--- config.mk ---
export PLATFORM = sky130hd
export DESIGN_NAME = qmem_width_bridge
export DESIGN_NICKNAME = d
export VERILOG_FILES = /design/src/rtl/qmem_pkg.sv /design/src/rtl/qmem_beat_sel.sv /design/src/rtl/qmem_width_bridge.sv
export SDC_FILE = /design/constraint.sdc
export NUM_CORES = 1
export LEC_CHECK = 0
export CAP_MARGIN = 0
export CORE_MARGIN = 2
export CORE_UTILIZATION = 25
export DETAILED_ROUTE_END_ITERATION = 6
export PLACE_DENSITY_LB_ADDON = 0.05
export SLEW_MARGIN = 20
export SYNTH_ARGS = -nofsm -noshare
export SYNTH_HDL_FRONTEND = slang
export SYNTH_SLANG_ARGS = --single-unit
--- constraint.sdc ---
create_clock -name clk -period 12.4 [get_ports clk]
set_input_delay 1.86 -clock clk [delete_from_list [all_inputs] [get_ports clk]]
set_output_delay 1.86 -clock clk [all_outputs]
set_load 0.005 [all_outputs]
--- src/rtl/qmem_pkg.sv ---
// Shared definitions for the QMEM width bridge: FSM state encoding and a
// constant-foldable ceiling-log2 helper for deriving index widths.
package qmem_pkg;

  typedef enum logic [1:0] {
    ST_IDLE = 2'd0,
    ST_BEAT = 2'd1,
    ST_GAP  = 2'd2,
    ST_ACK  = 2'd3
  } qmem_state_e;

  function automatic int clog2(input int v);
    int r;
    r = 0;
    for (int i = 0; i < 31; i++) begin
      if ((1 << i) < v) r = i + 1;
    end
    return r;
  endfunction

endpackage

--- src/rtl/qmem_beat_sel.sv ---
// Next-beat finder for the width bridge. With QMEM_WB_SKIP_EN defined, beats
// whose byte-enable slice is all zero are passed over; otherwise every beat issues.
module qmem_beat_sel #(
  parameter int MSW = 4,
  parameter int SSW = 2,
  parameter int BW  = 1
) (
`ifdef QMEM_WB_SKIP_EN
  input  logic [MSW-1:0] sel_i,
`endif
  input  logic [BW-1:0]  cur_i,
  input  logic           first_i,
  output logic [BW-1:0]  nxt_o,
  output logic           last_o
);

  localparam int RATIO = MSW / SSW;

  logic [RATIO-1:0] iss;
  int               start;

`ifdef QMEM_WB_SKIP_EN
  always_comb begin
    iss = '0;
    for (int i = 0; i < RATIO; i++) begin
      iss[i] = |sel_i[MSW-1-i*SSW -: SSW];
    end
  end
`else
  assign iss = '1;
`endif

  // Lowest issued beat at or after the search start; last_o means none left.
  always_comb begin
    start  = first_i ? 0 : int'(cur_i) + 1;
    nxt_o  = '0;
    last_o = 1'b1;
    for (int i = RATIO - 1; i >= 0; i--) begin
      if (i >= start && iss[i]) begin
        nxt_o  = BW'(i);
        last_o = 1'b0;
      end
    end
  end

endmodule

--- src/rtl/qmem_width_bridge.sv ---
// Single-clock QMEM downsizing bridge: one MDW master access becomes up to
// MDW/SDW slave beats, MS lane first. Optional beat skipping: QMEM_WB_SKIP_EN.
module qmem_width_bridge
  import qmem_pkg::*;
#(
  parameter int MAW = 22,
  parameter int MDW = 32,
  parameter int SDW = 16
) (
  input  logic             clk,
  input  logic             rst,
  input  logic [MAW-1:0]   m_adr,
  input  logic             m_cs,
  input  logic             m_we,
  input  logic [MDW/8-1:0] m_sel,
  input  logic [MDW-1:0]   m_dat_w,
  output logic [MDW-1:0]   m_dat_r,
  output logic             m_ack,
  output logic             m_err,
  output logic [MAW-1:0]   s_adr,
  output logic             s_cs,
  output logic             s_we,
  output logic [SDW/8-1:0] s_sel,
  output logic [SDW-1:0]   s_dat_w,
  input  logic [SDW-1:0]   s_dat_r,
  input  logic             s_ack,
  input  logic             s_err
);

  localparam int RATIO = MDW / SDW;
  localparam int MSW   = MDW / 8;
  localparam int SSW   = SDW / 8;
  localparam int BW    = (clog2(RATIO) < 1) ? 1 : clog2(RATIO);
  localparam int MLSB  = clog2(MSW);
  localparam int SLSB  = clog2(SSW);

  function automatic logic [MAW-1:0] lane_adr(input logic [MAW-1:0] a, input logic [BW-1:0] k);
    logic [MAW-1:0] base;
    base = (a >> MLSB) << MLSB;
    return base | (MAW'(k) << SLSB);
  endfunction

  function automatic logic [SSW-1:0] lane_sel(input logic [MSW-1:0] s, input logic [BW-1:0] k);
    return s[MSW-1-int'(k)*SSW -: SSW];
  endfunction

  function automatic logic [SDW-1:0] lane_dat(input logic [MDW-1:0] d, input logic [BW-1:0] k);
    return d[MDW-1-int'(k)*SDW -: SDW];
  endfunction

  function automatic logic [MDW-1:0] put_lane(input logic [MDW-1:0] d, input logic [BW-1:0] k,
                                              input logic [SDW-1:0] v);
    logic [MDW-1:0] r;
    r = d;
    r[MDW-1-int'(k)*SDW -: SDW] = v;
    return r;
  endfunction

  qmem_state_e    state_q, state_d;
  logic [BW-1:0]  beat_q, beat_d;
  logic [MAW-1:0] adr_q, adr_d;
  logic [MSW-1:0] sel_q, sel_d;
  logic [MDW-1:0] dat_q, dat_d;
  logic [MAW-1:0] s_adr_q, s_adr_d;
  logic           s_cs_q, s_cs_d;
  logic           s_we_q, s_we_d;
  logic [SSW-1:0] s_sel_q, s_sel_d;
  logic [SDW-1:0] s_dat_w_q, s_dat_w_d;
  logic [MDW-1:0] m_dat_r_q, m_dat_r_d;
  logic           m_ack_q, m_ack_d;
  logic           m_err_q, m_err_d;

  logic [BW-1:0]  bs_nxt;
  logic           bs_last;

`ifdef QMEM_WB_SKIP_EN
  // In IDLE the request is not latched yet, so search the live byte enables.
  logic [MSW-1:0] bs_sel;
  assign bs_sel = (state_q == ST_IDLE) ? m_sel : sel_q;
`endif

  qmem_beat_sel #(
    .MSW (MSW),
    .SSW (SSW),
    .BW  (BW)
  ) u_beat_sel (
`ifdef QMEM_WB_SKIP_EN
    .sel_i   (bs_sel),
`endif
    .cur_i   (beat_q),
    .first_i (state_q == ST_IDLE),
    .nxt_o   (bs_nxt),
    .last_o  (bs_last)
  );

  always_comb begin
    state_d   = state_q;
    beat_d    = beat_q;
    adr_d     = adr_q;
    sel_d     = sel_q;
    dat_d     = dat_q;
    s_adr_d   = s_adr_q;
    s_cs_d    = s_cs_q;
    s_we_d    = s_we_q;
    s_sel_d   = s_sel_q;
    s_dat_w_d = s_dat_w_q;
    m_dat_r_d = m_dat_r_q;
    m_ack_d   = 1'b0;
    m_err_d   = 1'b0;
    case (state_q)
      ST_IDLE: begin
        if (m_cs) begin
          adr_d     = m_adr;
          sel_d     = m_sel;
          dat_d     = m_dat_w;
          s_we_d    = m_we;
          m_dat_r_d = '0;
          if (bs_last) begin
            state_d = ST_ACK;
            m_ack_d = 1'b1;
          end else begin
            beat_d    = bs_nxt;
            s_adr_d   = lane_adr(m_adr, bs_nxt);
            s_sel_d   = lane_sel(m_sel, bs_nxt);
            s_dat_w_d = lane_dat(m_dat_w, bs_nxt);
            s_cs_d    = 1'b1;
            state_d   = ST_BEAT;
          end
        end
      end
      ST_BEAT: begin
        if (s_ack) begin
          s_cs_d = 1'b0;
          if (!s_we_q) m_dat_r_d = put_lane(m_dat_r_q, beat_q, s_dat_r);
          // A slave error aborts the access; later lanes keep their cleared value.
          if (s_err) begin
            state_d = ST_ACK;
            m_ack_d = 1'b1;
            m_err_d = 1'b1;
          end else if (!bs_last) begin
            beat_d  = bs_nxt;
            state_d = ST_GAP;
          end else begin
            state_d = ST_ACK;
            m_ack_d = 1'b1;
          end
        end
      end
      ST_GAP: begin
        s_adr_d   = lane_adr(adr_q, beat_q);
        s_sel_d   = lane_sel(sel_q, beat_q);
        s_dat_w_d = lane_dat(dat_q, beat_q);
        s_cs_d    = 1'b1;
        state_d   = ST_BEAT;
      end
      ST_ACK: begin
        state_d = ST_IDLE;
      end
    endcase
  end

  always_ff @(posedge clk or posedge rst) begin
    if (rst) begin
      state_q   <= ST_IDLE;
      beat_q    <= '0;
      adr_q     <= '0;
      sel_q     <= '0;
      dat_q     <= '0;
      s_adr_q   <= '0;
      s_cs_q    <= 1'b0;
      s_we_q    <= 1'b0;
      s_sel_q   <= '0;
      s_dat_w_q <= '0;
      m_dat_r_q <= '0;
      m_ack_q   <= 1'b0;
      m_err_q   <= 1'b0;
    end else begin
      state_q   <= state_d;
      beat_q    <= beat_d;
      adr_q     <= adr_d;
      sel_q     <= sel_d;
      dat_q     <= dat_d;
      s_adr_q   <= s_adr_d;
      s_cs_q    <= s_cs_d;
      s_we_q    <= s_we_d;
      s_sel_q   <= s_sel_d;
      s_dat_w_q <= s_dat_w_d;
      m_dat_r_q <= m_dat_r_d;
      m_ack_q   <= m_ack_d;
      m_err_q   <= m_err_d;
    end
  end

  assign s_adr   = s_adr_q;
  assign s_cs    = s_cs_q;
  assign s_we    = s_we_q;
  assign s_sel   = s_sel_q;
  assign s_dat_w = s_dat_w_q;
  assign m_dat_r = m_dat_r_q;
  assign m_ack   = m_ack_q;
  assign m_err   = m_err_q;

endmodule
==> results of run 1 <==
[cell usage after synthesis, drive strengths merged]
| cell | n |
|---|---|
| o311ai | 3 |
| nor2 | 2 |
| nor3b | 1 |
| inv | 8 |
| clkbuf | 5 |
| a22oi | 16 |
| a21o | 1 |
| o21ai | 33 |
| nand2 | 43 |
| and3 | 1 |
| a32oi | 16 |
| nand3b | 1 |
| nor4b | 1 |
| a22o | 32 |
| buf | 27 |
| conb | 1 |
| dfrtp | 134 |
| o21bai | 1 |
| and2b | 1 |
| a21boi | 1 |
| nor2b | 4 |
| ha | 3 |
| mux2 | 73 |
| a21oi | 2 |
| and2 | 2 |
| mux2i | 24 |
| nor4 | 1 |
[power groups by stage]
| stage | Clock, uW | Combinational (uW) | Sequential [uW] |
|---|---|---|---|
| after global routing | 571 | 961 | 788 |
| after detailed placement | 0 | 894 | 768 |
| after global placement | 0 | 883 | 759 |
| after CTS | 553 | 896 | 762 |
| after floorplan | 0 | 519 | 752 |
| final | 534 | 873 | 759 |
[through the flow]
step | total power [uW] | instances
after global placement | 1640 | 847
after global routing | 2320 | 878
after detailed placement | 1660 | 847
after floorplan | 1270 | 437
final | 2170 | 878
after CTS | 2210 | 878
[registers in the layout, indices dropped and copies added (netlist names)]
register  cells
adr_q        20
beat_q        1
dat_q        32
m_ack         1
m_dat_r      32
m_err         1
s_adr        21
s_cs          1
s_dat_w      16
s_sel         2
s_we          1
sel_q         4
state_q       2
[layout by cell type, fill, tap and decap left out, types with 2 or more instances in the layout]
cell	count
sky130_fd_sc_hd__mux2i_1	23
sky130_fd_sc_hd__clkinv_2	3
sky130_fd_sc_hd__nand2_1	41
sky130_fd_sc_hd__bufinv_16	4
sky130_fd_sc_hd__clkinv_4	3
sky130_fd_sc_hd__o21ai_0	33
sky130_fd_sc_hd__a21oi_1	2
sky130_fd_sc_hd__buf_4	4
sky130_fd_sc_hd__nor2_1	2
sky130_fd_sc_hd__a22oi_1	16
sky130_fd_sc_hd__inv_6	2
sky130_fd_sc_hd__a32oi_1	16
sky130_fd_sc_hd__inv_1	7
sky130_fd_sc_hd__o311ai_0	3
sky130_fd_sc_hd__a22o_2	10
sky130_fd_sc_hd__ha_1	2
sky130_fd_sc_hd__dfrtp_1	134
sky130_fd_sc_hd__mux2_2	73
sky130_fd_sc_hd__clkbuf_16	17
sky130_fd_sc_hd__nor2b_1	3
sky130_fd_sc_hd__clkdlybuf4s50_1	151
sky130_fd_sc_hd__a22o_1	22
[worst reg2reg max path, delay by kind of cell (launching register included)]
family	cells	cell delay, ps
fa+ha+maj	1	830
compound gates	2	380
buf+inv	1	130
flops	1	390
simple gates	1	1030
[metal layers]
metal  part of all wire  GRT usage  up-vias  wire length, um
li1                   -          -     1890                -
met1               0.46      0.177     2067             7430
met2               0.48      0.224      109             7720
met3              0.048     0.0333       15              774
met4              0.011     0.0433        2              177
met5            0.00093          0        -               15
[layout make-up]
cell class,instances,area share
multi-input combinational,263,0.270
sequential,134,0.413
clock inverter,12,0.0219
timing repair buffer,157,0.192
tap,285,0.0439
clock buffer,19,0.0546
inverter,8,0.00431
[cell families after synthesis]
kind of cell / count (synthesis) / share of synthesized area
compound gates: 105 / 0.136
fa+ha+maj: 3 / 0.00652
buf+inv: 40 / 0.0402
flops: 134 / 0.582
mux: 97 / 0.184
other cells: 1 / 0.000651
simple gates: 57 / 0.0508
[worst min path at each step]
stage	from	endpoint	slack, ps	cells past startpoint
after detailed placement	s_adr[11]	s_adr[11]	470	2
after global placement	dat_q[31]	dat_q[31]	460	2
after global routing	s_adr[1]	s_adr[1]	500	2
final	s_adr[11]	s_adr[11]	480	2
after CTS	dat_q[31]	dat_q[31]	490	2
after floorplan	dat_q[31]	dat_q[31]	450	2
==> reports/summary.txt, run 1 <==
===============================================================================
Maximum buffer depth of the clock tree ...........................            2
Clock network latency to the later pin of the worst-skew pair ....       410 ps
Start-to-end type of the worst setup path ........................ input port to register
Core Region ......................................................  0.0226 mm^2
Max transition margin ............................................        0.258
Total vias in the final route ....................................         4083
Cell type with the largest total area after synthesis ............ sky130_fd_sc_hd__dfrtp_1
Sequential-to-total area share from yosys stat ...................        0.582
Capture instance of the worst register-to-register path ..........  s_dat_w[15]
Last element of the critical path ................................  m_dat_r[14]
Setup TNS ........................................................         0 ps
Crit path cell chain ............................................. buf_2 -> and2b_4 -> nor4b_4 -> a22o_2
Number of gates on the worst path with buffers counted ...........            4
Sequential share of power ........................................        0.350
Largest net degree at the start of global routing ................           80
Worst hold slack across all endpoints ............................       480 ps
Synth top area cells ............................................. sky130_fd_sc_hd__dfrtp_1, sky130_fd_sc_hd__mux2_2, sky130_fd_sc_hd__mux2i_1, sky130_fd_sc_hd__a22o_1, sky130_fd_sc_hd__o21ai_0
Final HPWL from detailed placement ...............................      10.3 mm
Vias in the first global route ...................................         4286
Internal Power ...................................................      1470 uW
Measured slew at the worst slew-check pin ........................      1110 ps
Final core area utilization ......................................        0.359
Switching portion of total power .................................        0.320
Number of buffers inserted by hold repair at cts .................            0
Critical path startpoint category ................................   input port
Critical-path maximum fanout .....................................           23
Worst slack, placed ..............................................      8480 ps
CP top delay family .............................................. simple AND/OR/NAND/NOR gates
Type of the worst min-delay path ................................. register to register
Die Y ............................................................       156 um
Count of input and output buffers ................................          152
Fmax .............................................................      289 MHz
Number of failing setup endpoints in the final timing report .....            0
Via density per instance .........................................         4.65
Final hold violation count .......................................            0
Top-level I/O count ..............................................          156
Synth Cell Area .................................................. 0.00576 mm^2
Total inserted antenna cells .....................................            0
Maximum vdd drop .................................................  0.0000808 V
Number of cells traversed by the worst register-to-register path .            5
Antenna Nets Post-Route ..........................................            0
Buffer and inverter count on the worst path ......................            1
Unrepaired setup endpoints after global routing ..................        false
Die Footprint ....................................................  0.0243 mm^2
Postcts setup bufs ...............................................            0
Crit path max-delay cell type .................................... sky130_fd_sc_hd__nor4b_4
Yosys warning total ..............................................            0
Pins over their slew limit .......................................            0
Arrival time at the worst endpoint ...............................      3810 ps
Nature of the critical path endpoint .............................     register
Max Cap Viol .....................................................            0
Multi-input combinational cell area .............................. 0.00220 mm^2
Fraction of power consumed by the clock network ..................        0.246
Nets@finish ......................................................          664
Initial core utilization .........................................        0.254
Clock tree from TritonCTS ........................................         done
FF-to-FF setup slack .............................................      9530 ps
Distinct cell type count after synthesis .........................           32
DRC errors left ..................................................            0
Minimum clock period after layout ................................      3460 ps
Detail-routed net length per standard cell .......................      18.3 um
Initial antenna violation count ..................................            1
Post-synthesis area per instance .................................    13.2 um^2
Setup ws final ...................................................      8940 ps
Cell area after placement ........................................ 0.00749 mm^2
Number of clock sinks ............................................          134
Post-synthesis instance total ....................................          437
First DRT Iteration DRCs .........................................          241
Global-route wire length before repair ...........................      25.2 mm
Total GRT Usage ..................................................        0.136
Top cell type's share of synthesized area ........................        0.582
Power density over the cells .....................................  267 mW/mm^2
Leakage Power ....................................................   0.00337 uW
Buffer cell driving the clock tree root .......................... sky130_fd_sc_hd__clkbuf_16
Worst Setup SP ...................................................         m_cs
Sequential Area .................................................. 0.00335 mm^2
Final instance area .............................................. 0.00812 mm^2
Initial DRT Pass Iterations ......................................            4
Net count after synthesis ........................................          520
CTS buffer count .................................................           17
Data required time at the worst endpoint .........................     12740 ps
Reg clk slew, reported paths .....................................        60 ps
Worst stage delay on the critical path ...........................       840 ps
FF-to-FF Start ...................................................   state_q[0]
Proportion of layout cells with a drive suffix above 1 ...........        0.219
Period Utilization, post-route ...................................        0.279
Total net switching power ........................................       694 uW
Die X-Extent .....................................................       156 um
Post-synthesis to final-layout area growth .......................        40.9%
Overflow left after global routing ...............................            0
Result of the run ................................................ finished clean
Row cnt ..........................................................           55
Global placement routability congestion ..........................        0.736
Number of H-tree branching levels ................................            4
Final setup skew .................................................      10.4 ps
Gate power share .................................................        0.403
Overall routed net length ........................................      16.1 mm
# resized after CTS ..............................................            0
Flip-flop and latch count after synthesis ........................          134
Count of filler cells inserted in the layout .....................         2184
===============================================================================
Power figures use the tool's default switching activity.
==> run 2, diff against run 1 <==
Clock period 12.4 ns to 3.2 ns, I/O delays scaled along.
==> run 2 against run 1 <==
  * Sequential power rose to 3.9 times the previous value
  * Register-to-register slack worse by 8500 ps
  * Core utilization up 0.39 points
  * Wire length up 1.0%
  * Total power rose to 3.9 times the previous value
  * Cell count up 0.91%
  * Highest routed layer is now met4
==> reports/summary.txt, run 2 (synthesized netlist as in run 1, its figures left out) <==
============================================================================
Overflow left after global routing ............................            0   unchanged
Total vias in the final route .................................         4102   +0.47%
CTS buffer count ..............................................           17   unchanged
Maximum buffer depth of the clock tree ........................            2   unchanged
Number of failing setup endpoints in the final timing report ..            0   unchanged
Cell area after placement ..................................... 0.00759 mm^2   +1.3%
Number of H-tree branching levels .............................            4   unchanged
Result of the run ............................................. finished clean
# resized after CTS ...........................................            0   unchanged
Proportion of layout cells with a drive suffix above 1 ........        0.228   +0.00873
Final setup skew ..............................................      11.9 ps   +1.46 ps
Setup TNS .....................................................         0 ps   unchanged
Die X-Extent ..................................................       156 um   unchanged
Fraction of power consumed by the clock network ...............        0.246   about the same
Post-synthesis to final-layout area growth ....................        42.4%
Core Region ...................................................  0.0226 mm^2   unchanged
Gate power share ..............................................        0.406   +0.003
Global placement routability congestion .......................        0.725   -1.4%
Reg clk slew, reported paths ..................................        60 ps   about the same
Buffer cell driving the clock tree root ....................... sky130_fd_sc_hd__clkbuf_16
Most frequent cells in the layout ............................. sky130_fd_sc_hd__clkdlybuf4s50_1, sky130_fd_sc_hd__dfrtp_1, sky130_fd_sc_hd__mux2_2
Critical path startpoint category .............................     register
Switching portion of total power ..............................        0.322   +0.00147
Arrival time at the worst endpoint ............................      2490 ps   -1320 ps
Maximum vdd drop ..............................................   0.000336 V   +320%
Detail-routed net length per standard cell ....................      18.4 um   +0.13%
Initial core utilization ......................................        0.254   unchanged
Minimum clock period after layout .............................      2140 ps
Start-to-end type of the worst setup path ..................... register to register
Leakage Power .................................................   0.00341 uW   +1.2%
Vias in the first global route ................................         4317   +0.72%
Critical-path maximum fanout ..................................           16   -30%
Max transition margin .........................................        0.476   +0.218
Final HPWL from detailed placement ............................      10.2 mm   -1.1%
Final hold violation count ....................................            0   unchanged
Number of buffers inserted by hold repair at cts ..............            0   unchanged
Initial antenna violation count ...............................            0   -1
Fmax ..........................................................      468 MHz
Postcts setup bufs ............................................            0   unchanged
Die Footprint .................................................  0.0243 mm^2   unchanged
Global-route wire length before repair ........................      25.9 mm   +2.8%
Clock tree from TritonCTS .....................................         done
Die Y .........................................................       156 um   unchanged
Clock network latency to the later pin of the worst-skew pair .       420 ps   about the same
Nets@finish ...................................................          673   +1.4%
Unrepaired setup endpoints after global routing ...............        false
Pins over their slew limit ....................................            0   unchanged
Total inserted antenna cells ..................................            0   unchanged
Antenna Nets Post-Route .......................................            0   unchanged
Worst hold slack across all endpoints .........................       476 ps   -3.43 ps
Final instance area ........................................... 0.00821 mm^2   +1.1%
Power density over the cells .................................. 1030 mW/mm^2   +290%
Max Cap Viol ..................................................            0   unchanged
Count of input and output buffers .............................          152   unchanged
Nature of the critical path endpoint ..........................     register
Number of clock sinks .........................................          134   unchanged
Period Utilization, post-route ................................        0.667
Initial DRT Pass Iterations ...................................            6   +2
Largest net degree at the start of global routing .............          135   +69%
Via density per instance ......................................         4.63   -0.44%
Row cnt .......................................................           55   unchanged
DRC errors left ...............................................            0   unchanged
Data required time at the worst endpoint ......................      3550 ps   -9190 ps
Most common cell after layout, fill and taps aside ............ sky130_fd_sc_hd__clkdlybuf4s50_1
Measured slew at the worst slew-check pin .....................       787 ps   -322 ps
First DRT Iteration DRCs ......................................          203   -16%
Total GRT Usage ...............................................        0.140   +0.00386
Top-level I/O count ...........................................          156   unchanged
Sequential share of power .....................................        0.347   -0.003
Type of the worst min-delay path .............................. register to register
Internal Power ................................................      5750 uW   +290%
Overall routed net length .....................................      16.3 mm   +1.0%
Total chip power ..............................................      8480 uW   +290%
Total net switching power .....................................      2730 uW   +290%
============================================================================
## run 2: layout make-up
| class | instances | area (um^2) |
|---|---|---|
| fillers | 2174 | 14400 |
| flip-flops and latches | 134 | 3350 |
| inverters | 8 | 33.8 |
| repair buffers | 166 | 1650 |
| clock buffers | 18 | 439 |
| clock inverters | 12 | 179 |
| well taps | 285 | 357 |
| multi-input cells | 263 | 2190 |
## run 2: power by group through the flow
| stage | combinational (uW) | sequential, uW | clock (uW) |
|---|---|---|---|
| floorplan | 2010 | 2920 | 0 |
| global placement | 3480 | 2950 | 0 |
| detailed placement | 3510 | 2990 | 0 |
| CTS | 3530 | 2960 | 2160 |
| global route | 3800 | 3050 | 2250 |
| finish | 3450 | 2950 | 2090 |
## run 2: worst paths after layout
path                                  from          end  slack, ps  cells after the start
worst min register to register   s_adr[15]    s_adr[15]        480                      2
worst max register to register  state_q[0]  m_dat_r[15]       1060                      6
worst min-delay path             s_adr[15]    s_adr[15]        480                      2
worst max-delay path            state_q[0]  m_dat_r[15]       1060                      6
max in group asynchronous              rst  s_dat_w[11]       1970                      3
min in group asynchronous              rst     adr_q[4]        620                      3
## run 2: per-stage QoR
stage,utilization,std cells,worst slack [ps]
floorplan,-,437,1050
global placement,0.335,856,817
detailed placement,0.335,856,765
CTS,0.362,886,1010
global route,0.362,886,809
finish,0.362,886,1060
## run 2: critical path, cell delays in order, from the launching register on
cell                      delay [ps]
sky130_fd_sc_hd__dfrtp_1         390
sky130_fd_sc_hd__inv_1           120
sky130_fd_sc_hd__ha_1            320
sky130_fd_sc_hd__buf_4           230
sky130_fd_sc_hd__mux2i_1         220
sky130_fd_sc_hd__a21o_1          530
sky130_fd_sc_hd__a22o_2          260
## run 2: per-layer routing
metal,up-vias,wire length [um],part of all wire,GRT usage
li1,1898,-,-,-
met1,2087,7710,0.47,0.186
met2,101,7530,0.46,0.220
met3,16,839,0.052,0.0397
met4,0,206,0.013,0.0463
met5,-,0,0,0
